### config.mk
export PLATFORM = sky130hd
export DESIGN_NAME = display_scan_driver
export DESIGN_NICKNAME = d
export VERILOG_FILES = /design/src/rtl/display_scan_driver.sv
export SDC_FILE = /design/constraint.sdc
export NUM_CORES = 1
export LEC_CHECK = 0
export ABC_CLOCK_PERIOD_IN_PS = 4900
export CORE_ASPECT_RATIO = 0.8
export CORE_UTILIZATION = 45
export DETAILED_ROUTE_END_ITERATION = 8
export GPL_TIMING_DRIVEN = 0
export PLACE_DENSITY = 0.69
export SLEW_MARGIN = 20
export SYNTH_ARGS = -nofsm -noshare
export SYNTH_HDL_FRONTEND = slang
export SYNTH_SLANG_ARGS = --single-unit
### constraint.sdc
create_clock -name clock -period 4.9 [get_ports clock]
set_input_delay 0.735 -clock clock [delete_from_list [all_inputs] [get_ports clock]]
set_output_delay 0.735 -clock clock [all_outputs]
set_load 0.05 [all_outputs]
### src/rtl/display_scan_driver.sv
// Time-multiplexed scan driver for an 8-digit common-anode 7-segment display.
// All eight input words are snapshotted once per frame so a frame never mixes old and new values.
module display_scan_driver #(
  parameter int REFRESH_DIV = 100000
) (
  input  logic       clock,
  input  logic       reset,
  input  logic [5:0] d1,
  input  logic [5:0] d2,
  input  logic [5:0] d3,
  input  logic [5:0] d4,
  input  logic [5:0] d5,
  input  logic [5:0] d6,
  input  logic [5:0] d7,
  input  logic [5:0] d8,
  output logic [7:0] an,
  output logic [7:0] dec_ddp,
  output logic       frame_start
);

  localparam int CW = (REFRESH_DIV > 1) ? $clog2(REFRESH_DIV) : 1;
  localparam logic [CW-1:0] LAST = CW'(REFRESH_DIV - 1);

  logic [CW-1:0]      cnt_q, cnt_d;
  logic [2:0]         idx_q, idx_d;
  logic [7:0][5:0]    frame_q, frame_d;
  logic [7:0]         an_q, an_d;
  logic [7:0]         dec_q, dec_d;
  logic               frame_start_q, frame_start_d;

  logic               tick;
  logic               snap;
  logic [5:0]         slot_word;
  logic [6:0]         seg;

  always_comb begin
    tick          = (cnt_q == LAST);
    snap          = tick && (idx_q == 3'd7);
    cnt_d         = tick ? '0 : cnt_q + CW'(1);
    idx_d         = tick ? idx_q + 3'd1 : idx_q;
    frame_d       = snap ? {d8, d7, d6, d5, d4, d3, d2, d1} : frame_q;
    frame_start_d = snap;
  end

  // Active-low abcdefg, full hex so values above 9 show as letters.
  always_comb begin
    slot_word = frame_q[idx_q];
    seg       = 7'b1111111;
    case (slot_word[4:1])
      4'h0: seg = 7'b0000001;
      4'h1: seg = 7'b1001111;
      4'h2: seg = 7'b0010010;
      4'h3: seg = 7'b0000110;
      4'h4: seg = 7'b1001100;
      4'h5: seg = 7'b0100100;
      4'h6: seg = 7'b0100000;
      4'h7: seg = 7'b0001111;
      4'h8: seg = 7'b0000000;
      4'h9: seg = 7'b0000100;
      4'hA: seg = 7'b0001000;
      4'hB: seg = 7'b1100000;
      4'hC: seg = 7'b0110001;
      4'hD: seg = 7'b1000010;
      4'hE: seg = 7'b0110000;
      4'hF: seg = 7'b0111000;
      default: seg = 7'b1111111;
    endcase
  end

  // Outputs are registered from the current idx, so they trail idx by one clock.
  always_comb begin
    an_d  = 8'hFF;
    dec_d = 8'hFF;
    if (slot_word[5]) begin
      an_d  = ~(8'd1 << idx_q);
      dec_d = {seg, slot_word[0]};
    end
  end

  always_ff @(posedge clock or posedge reset) begin
    if (reset) begin
      cnt_q         <= '0;
      idx_q         <= 3'd7;
      frame_q       <= '0;
      an_q          <= 8'hFF;
      dec_q         <= 8'hFF;
      frame_start_q <= 1'b0;
    end else begin
      cnt_q         <= cnt_d;
      idx_q         <= idx_d;
      frame_q       <= frame_d;
      an_q          <= an_d;
      dec_q         <= dec_d;
      frame_start_q <= frame_start_d;
    end
  end

  assign an          = an_q;
  assign dec_ddp     = dec_q;
  assign frame_start = frame_start_q;

endmodule

==> impl_metrics.env, run 1 <==
export IMPL_initial_core_util_pct=46.4
export IMPL_drt_pass1_iter_count=6
export IMPL_worst_r2r_path_depth=9
export IMPL_antenna_cells=0
export IMPL_grt_usage_pct=18.7
export IMPL_p_per_area_nw_per_um2=244
export IMPL_fin_crit_sh_pct=60.1
export IMPL_setup_violations=0
export IMPL_seq_area_frac_synth_pct=54.4
export IMPL_grt_max_degree=61
export IMPL_seqCellArea_sq_um=2150
export IMPL_num_rows=30
export IMPL_tns_ns=0
export IMPL_fin_worst_skew_ns=0.0164
export IMPL_syn_num_nets=355
export IMPL_final_hold_viol_count=0
export IMPL_grt_pass1_vias=2600
export IMPL_netlist_instances=292
export IMPL_gp_congestion=0.786
export IMPL_antenna_found_initial=0
export IMPL_clock_sinks=85
export IMPL_cp_end_kind="flip-flop"
export IMPL_relSlewSlack_pct=61.1
export IMPL_ys_flop_type="dfrtp_1"
export IMPL_avgSynthCellArea_sq_um=13.5
export IMPL_share_comb_of_total_power_pct=4.6
export IMPL_htree_levels=3
export IMPL_netlist_cell_type_count=46
export IMPL_port_buffers=66
export IMPL_wire_per_inst_microns=15.5
export IMPL_max_cap_violations=0
export IMPL_wl_mm=7.55
export IMPL_yosys_register_bits=85
export IMPL_final_area_sq_um=4970
export IMPL_avgViaCountPerCell=5.16
export IMPL_post_cts_buffers=0
export IMPL_cts_inserted_buffers=9
export IMPL_worstMarginPinSlew_ns=0.568
export IMPL_tritoncts="done"
export IMPL_max_freq_ghz=0.340
export IMPL_ctsHoldBuffers=0
export IMPL_cts_resized_gates=0
export IMPL_ios=67
export IMPL_clk_latency_ns=0.36
export IMPL_vdd_drop_max_mv=0.130
export IMPL_core_sq_um=8520
export IMPL_slew_viol_final=0
export IMPL_worstPathRequired_ns=5.17
export IMPL_multi_input_area_sq_um=1690
export IMPL_cts_root_buf="clkbuf_8"
export IMPL_synthesis_area_sq_um=3960
export IMPL_die_w_microns=107
export IMPL_r2r_setup_slack_ns=1.96
export IMPL_hold_class="flip-flop to flip-flop"
export IMPL_place_area_sq_um=4790
export IMPL_hold_path_end="frame_q[28]"
export IMPL_p_seq_share_pct=58.0
export IMPL_drive_gt1_share_pct=28.0
export IMPL_mostFrequentLayoutCells="dfrtp_1, clkdlybuf4s50_1, mux2_2"
export IMPL_ys_async_sr_fraction_pct=100
export IMPL_clkPwrFrac_pct=37.4
export IMPL_worst_ep_arrival_time_ns=3.21
export IMPL_crit_fanout=10
export IMPL_via_count=2512
export IMPL_p_sw_mw=0.282
export IMPL_ant_nets=0
export IMPL_fp_dieH_microns=85.9
export IMPL_synth_edf_count=0
export IMPL_intPower_mw=0.928
export IMPL_first_iter_violations=71
export IMPL_fillers=731
export IMPL_yosys_warnings=0
export IMPL_hold_slack_ns=0.488
export IMPL_gr_total_overflow=0
export IMPL_clock_path_buffers=2
export IMPL_grt_pass1_wl_mm=13.0
export IMPL_swShare_pct=23.3
export IMPL_crit_path_start_kind="flip-flop"
export IMPL_nets=433
export IMPL_period_needed_ns=2.94
export IMPL_dp_hpwl_mm=5.42
export IMPL_hp_start="frame_q[28]"
export IMPL_rr_endpoint="dec_ddp[4]"
export IMPL_drc=0
export IMPL_die_area_sq_um=9170
export IMPL_clk_pin_slew_worst_paths_ns=0.08
export IMPL_crit_type="flip-flop to flip-flop"
export IMPL_run_status="completed"
export IMPL_r2r_start="idx_q[0]"
export IMPL_p_leak_nw=2.24
export IMPL_hold_depth=1
export IMPL_rsz0062_at_grt="no"
export IMPL_syn_to_final_growth_pct=25.6
## cells in the mapped netlist, types with 2 or more instances
library cell | instances | share of area (%)
nor3_1 | 5 | 0.63
a31oi_1 | 2 | 0.32
nor2b_1 | 2 | 0.32
and2_1 | 3 | 0.47
xnor2_1 | 10 | 2.2
buf_4 | 5 | 0.95
ha_1 | 13 | 4.1
and4_1 | 2 | 0.44
dfrtp_1 | 66 | 42
mux4_2 | 10 | 5.7
buf_6 | 3 | 0.85
dfstp_2 | 19 | 13
nand3_1 | 11 | 1.4
a21oi_1 | 3 | 0.38
inv_1 | 6 | 0.57
nand4_1 | 2 | 0.32
mux2i_1 | 6 | 1.5
o21ai_0 | 5 | 0.63
and3_1 | 2 | 0.32
nand2_1 | 19 | 1.8
mux2_2 | 41 | 12
xor2_1 | 6 | 1.3
buf_2 | 3 | 0.38
o221ai_1 | 3 | 0.66
nor2_1 | 16 | 1.5
mux2_1 | 9 | 2.6
## cell families (layout without fill, tap and decap cells)
kind of cell / after synthesis / after routing / share of synthesized area (%)
XOR/XNOR: 16 / 16 / 3.54
flip-flops: 85 / 85 / 54.4
buffers and inverters: 19 / 102 / 2.94
AO/OA/AOI/OAI: 21 / 21 / 3.67
AND/OR/NAND/NOR: 70 / 70 / 9.01
adder cells (fa/ha/maj): 13 / 13 / 4.11
multiplexers: 68 / 68 / 22.4
## through the flow
step           utilization (%)  worst slack, ns  total power [mW]  cells
2_1_floorplan                -             2.00             0.725    292
3_3_place_gp              55.8            0.689             0.768    470
3_5_place_dp              56.2             1.93             0.772    471
4_1_cts                   58.3             1.91              1.23    487
5_1_grt                   58.3             1.67              1.26    487
6_report                  58.3             1.96              1.21    487
## metal layers
metal | global-route usage [%] | vias up | wire [microns]
li1 | - | 1197 | -
met1 | 25.6 | 1252 | 3630
met2 | 29.5 | 59 | 3540
met3 | 5.40 | 4 | 337
met4 | 4.86 | 0 | 42
met5 | 0 | - | 0
## worst max-delay path by stage
stage	to	cells after the start	from
final	dec_ddp[4]	9	idx_q[0]
after global routing	dec_ddp[4]	9	idx_q[0]
after CTS	dec_ddp[4]	9	idx_q[0]
after detailed placement	dec_ddp[4]	9	idx_q[0]
after global placement	cnt_q[12]	2	reset
after floorplan	cnt_q[0]	1	reset
## cell type report
cell class | count | share of cell area, %
well taps | 112 | 2.82
repair buffers | 67 | 13.9
clock inverters | 7 | 1.13
multi-input cells | 188 | 34.0
clock buffers | 9 | 2.49
plain buffers | 11 | 1.74
flip-flops and latches | 85 | 43.3
inverters | 8 | 0.655
## critical path: stages (launching register included)
cell and delay [ns]:
dfstp_2 0.57, buf_4 0.19, buf_6 0.20, mux4_2 0.50
mux2i_1 0.48, inv_2 0.13, ha_1 0.20, a21boi_0 0.14
a2111oi_0 0.36, a31oi_1 0.08
## state kept, by name, indices dropped and copies added, names as in the netlist
name and count:
idx_q 3, frame_q 48, cnt_q 17, frame_start 1, dec_ddp 8, an 8
## power by group through the flow
stage | registers [mW] | logic [mW] | clock network (mW)
after floorplan | 0.715 | 0.0104 | 0
after global placement | 0.715 | 0.0533 | 0
after detailed placement | 0.715 | 0.0571 | 0
after CTS | 0.702 | 0.0572 | 0.473
after global routing | 0.702 | 0.0610 | 0.499
final | 0.702 | 0.0555 | 0.453
(Power assumes the default switching activity.)
==> run 2: changes to the inputs <==
--- a/config.mk
+++ b/config.mk
@@ -5,7 +5,7 @@
 export SDC_FILE = /design/constraint.sdc
 export NUM_CORES = 1
 export LEC_CHECK = 0
-export ABC_CLOCK_PERIOD_IN_PS = 4900
+export ABC_CLOCK_PERIOD_IN_PS = 3000
 export CORE_ASPECT_RATIO = 0.8
 export CORE_UTILIZATION = 45
 export DETAILED_ROUTE_END_ITERATION = 8
==> constraint.sdc (replaced) <==
create_clock -name clock -period 3 [get_ports clock]
set_input_delay 0.45 -clock clock [delete_from_list [all_inputs] [get_ports clock]]
set_output_delay 0.45 -clock clock [all_outputs]
set_load 0.05 [all_outputs]
==> run 2 against run 1 <==
Compared with the run above:
- hold slack got worse by 0.080 ns
- critical path depth is 1 lower
- setup slack worse by 1.7 ns
- design area grew 0.43%
- clock-buffer cell count is the same
- fmax grew 7.5%
- critical endpoint unchanged
- largest power group unchanged
==> impl_metrics.env, run 2 (synthesized netlist as in run 1, its figures left out) <==
export IMPL_fin_worst_skew_ns=0.0162
export IMPL_rsz0062_at_grt="no"
export IMPL_antenna_found_initial=0
export IMPL_mostFrequentLayoutCells="dfrtp_1, clkdlybuf4s50_1, mux2_2"
export IMPL_grt_usage_pct=18.7
export IMPL_via_count=2522
export IMPL_clock_path_buffers=2
export IMPL_gr_total_overflow=0
export IMPL_crit_fanout=10
export IMPL_worst_slack_ns=0.262
export IMPL_final_area_sq_um=4990
export IMPL_clock_sinks=85
export IMPL_final_hold_viol_count=0
export IMPL_wire_per_inst_microns=15.5
export IMPL_crit_type="flip-flop to flip-flop"
export IMPL_reg_largest_list="frame_q (48), cnt_q (17)"
export IMPL_worstPathCellList="buf_4, buf_6, mux4_2, mux2i_4, inv_1, ha_1, a2111oi_0, a31oi_1"
export IMPL_nets=433
export IMPL_grt_pass1_vias=2600
export IMPL_run_status="completed"
export IMPL_crit_path_start_kind="flip-flop"
export IMPL_place_area_sq_um=4790
export IMPL_cts_root_buf="clkbuf_8"
export IMPL_p_leak_nw=2.23
export IMPL_power_mw=1.98
export IMPL_setup_violations=0
export IMPL_die_area_sq_um=9170
export IMPL_hold_class="input pin to async pin"
export IMPL_wl_met1_mm=3.58
export IMPL_drive_gt1_share_pct=28.3
export IMPL_ant_nets=0
export IMPL_fin_crit_sh_pct=91.3
export IMPL_gp_congestion=0.786
export IMPL_regMostFlops="frame_q"
export IMPL_worstPathRequired_ns=3.27
export IMPL_drt_pass1_iter_count=6
export IMPL_final_util_pct=58.5
export IMPL_avgViaCountPerCell=5.18
export IMPL_hold_slack_ns=0.409
export IMPL_dr_max_layer_used="met4"
export IMPL_p_per_area_nw_per_um2=396
export IMPL_dp_hpwl_mm=5.42
export IMPL_htree_levels=3
export IMPL_post_cts_buffers=0
export IMPL_clk_pin_slew_worst_paths_ns=0.10
export IMPL_drc=0
export IMPL_dp_cells=471
export IMPL_relSlewSlack_pct=60.2
export IMPL_dr_wl_met3_microns=355
export IMPL_antenna_cells=0
export IMPL_port_buffers=66
export IMPL_slew_viol_final=0
export IMPL_cpPeakStageDelay_ns=0.57
export IMPL_vdd_drop_max_mv=0.212
export IMPL_critPathSlowestCell="dfstp_2"
export IMPL_ctsHoldBuffers=0
export IMPL_worst_ep_arrival_time_ns=3.01
export IMPL_met2_length_mm=3.55
export IMPL_die_w_microns=107
export IMPL_syn_to_final_growth_pct=26.1
export IMPL_wl_mm=7.55
export IMPL_cts_inserted_buffers=9
export IMPL_max_freq_ghz=0.365
export IMPL_grt_max_degree=61
export IMPL_period_needed_ns=2.74
export IMPL_core_sq_um=8520
export IMPL_initial_core_util_pct=46.4
export IMPL_max_cap_violations=0
export IMPL_first_iter_violations=70
export IMPL_num_rows=30
export IMPL_pre_cts_slack_ns=0.0276
export IMPL_stdcell_count=487
export IMPL_cts_resized_gates=0
export IMPL_tns_ns=0
export IMPL_worstMarginPinSlew_ns=0.592
export IMPL_tritoncts="done"
export IMPL_grt_pass1_wl_mm=13.0
export IMPL_clk_latency_ns=0.36
export IMPL_ios=67
export IMPL_cp_end_kind="flip-flop"
export IMPL_fp_dieH_microns=85.9
export IMPL_largest_reg_flops=48
==> run 2: critical path, delay by kind of cell, from the launching register on <==
kind                       cells  cell delay, ns
AOI/OAI and AO/OA              2            0.44
adders and majority gates      1            0.26
buffers and inverters          3            0.50
DFF                            1            0.57
muxes                          2            0.88
==> run 2: cell type report <==
class	instances	area (sq um)
Sequential cell	85	2150
Multi-Input combinational cell	188	1710
Clock buffer	9	124
Tap cell	112	140
Fill cell	729	3530
Clock inverter	7	56.3
Inverter	8	32.5
Buffer	11	86.3
Timing Repair Buffer	67	688
==> run 2: worst paths after layout <==
| kind | from | endpoint | slack (ns) | cells after the start |
|---|---|---|---|---|
| max | idx_q[0] | dec_ddp[4] | 0.26 | 8 |
| min | reset | frame_q[34] | 0.41 | 2 |
| max reg2reg | idx_q[0] | dec_ddp[4] | 0.26 | 8 |
| min reg2reg | frame_q[28] | frame_q[28] | 0.49 | 1 |
| max in group asynchronous | reset | an[5] | 1.94 | 3 |
| min in group clock | frame_q[28] | frame_q[28] | 0.49 | 1 |
==> run 2: routing by layer <==
metal	track usage (%)	up-vias
met5	0	-
met1	25.6	1255
met2	29.5	61
met4	4.86	0
li1	-	1199
met3	5.40	7
==> run 2: where the power goes <==
group	internal [mW]	switching, mW
registers	1.15	0
clock network	0.311	0.428
logic	0.0596	0.0312
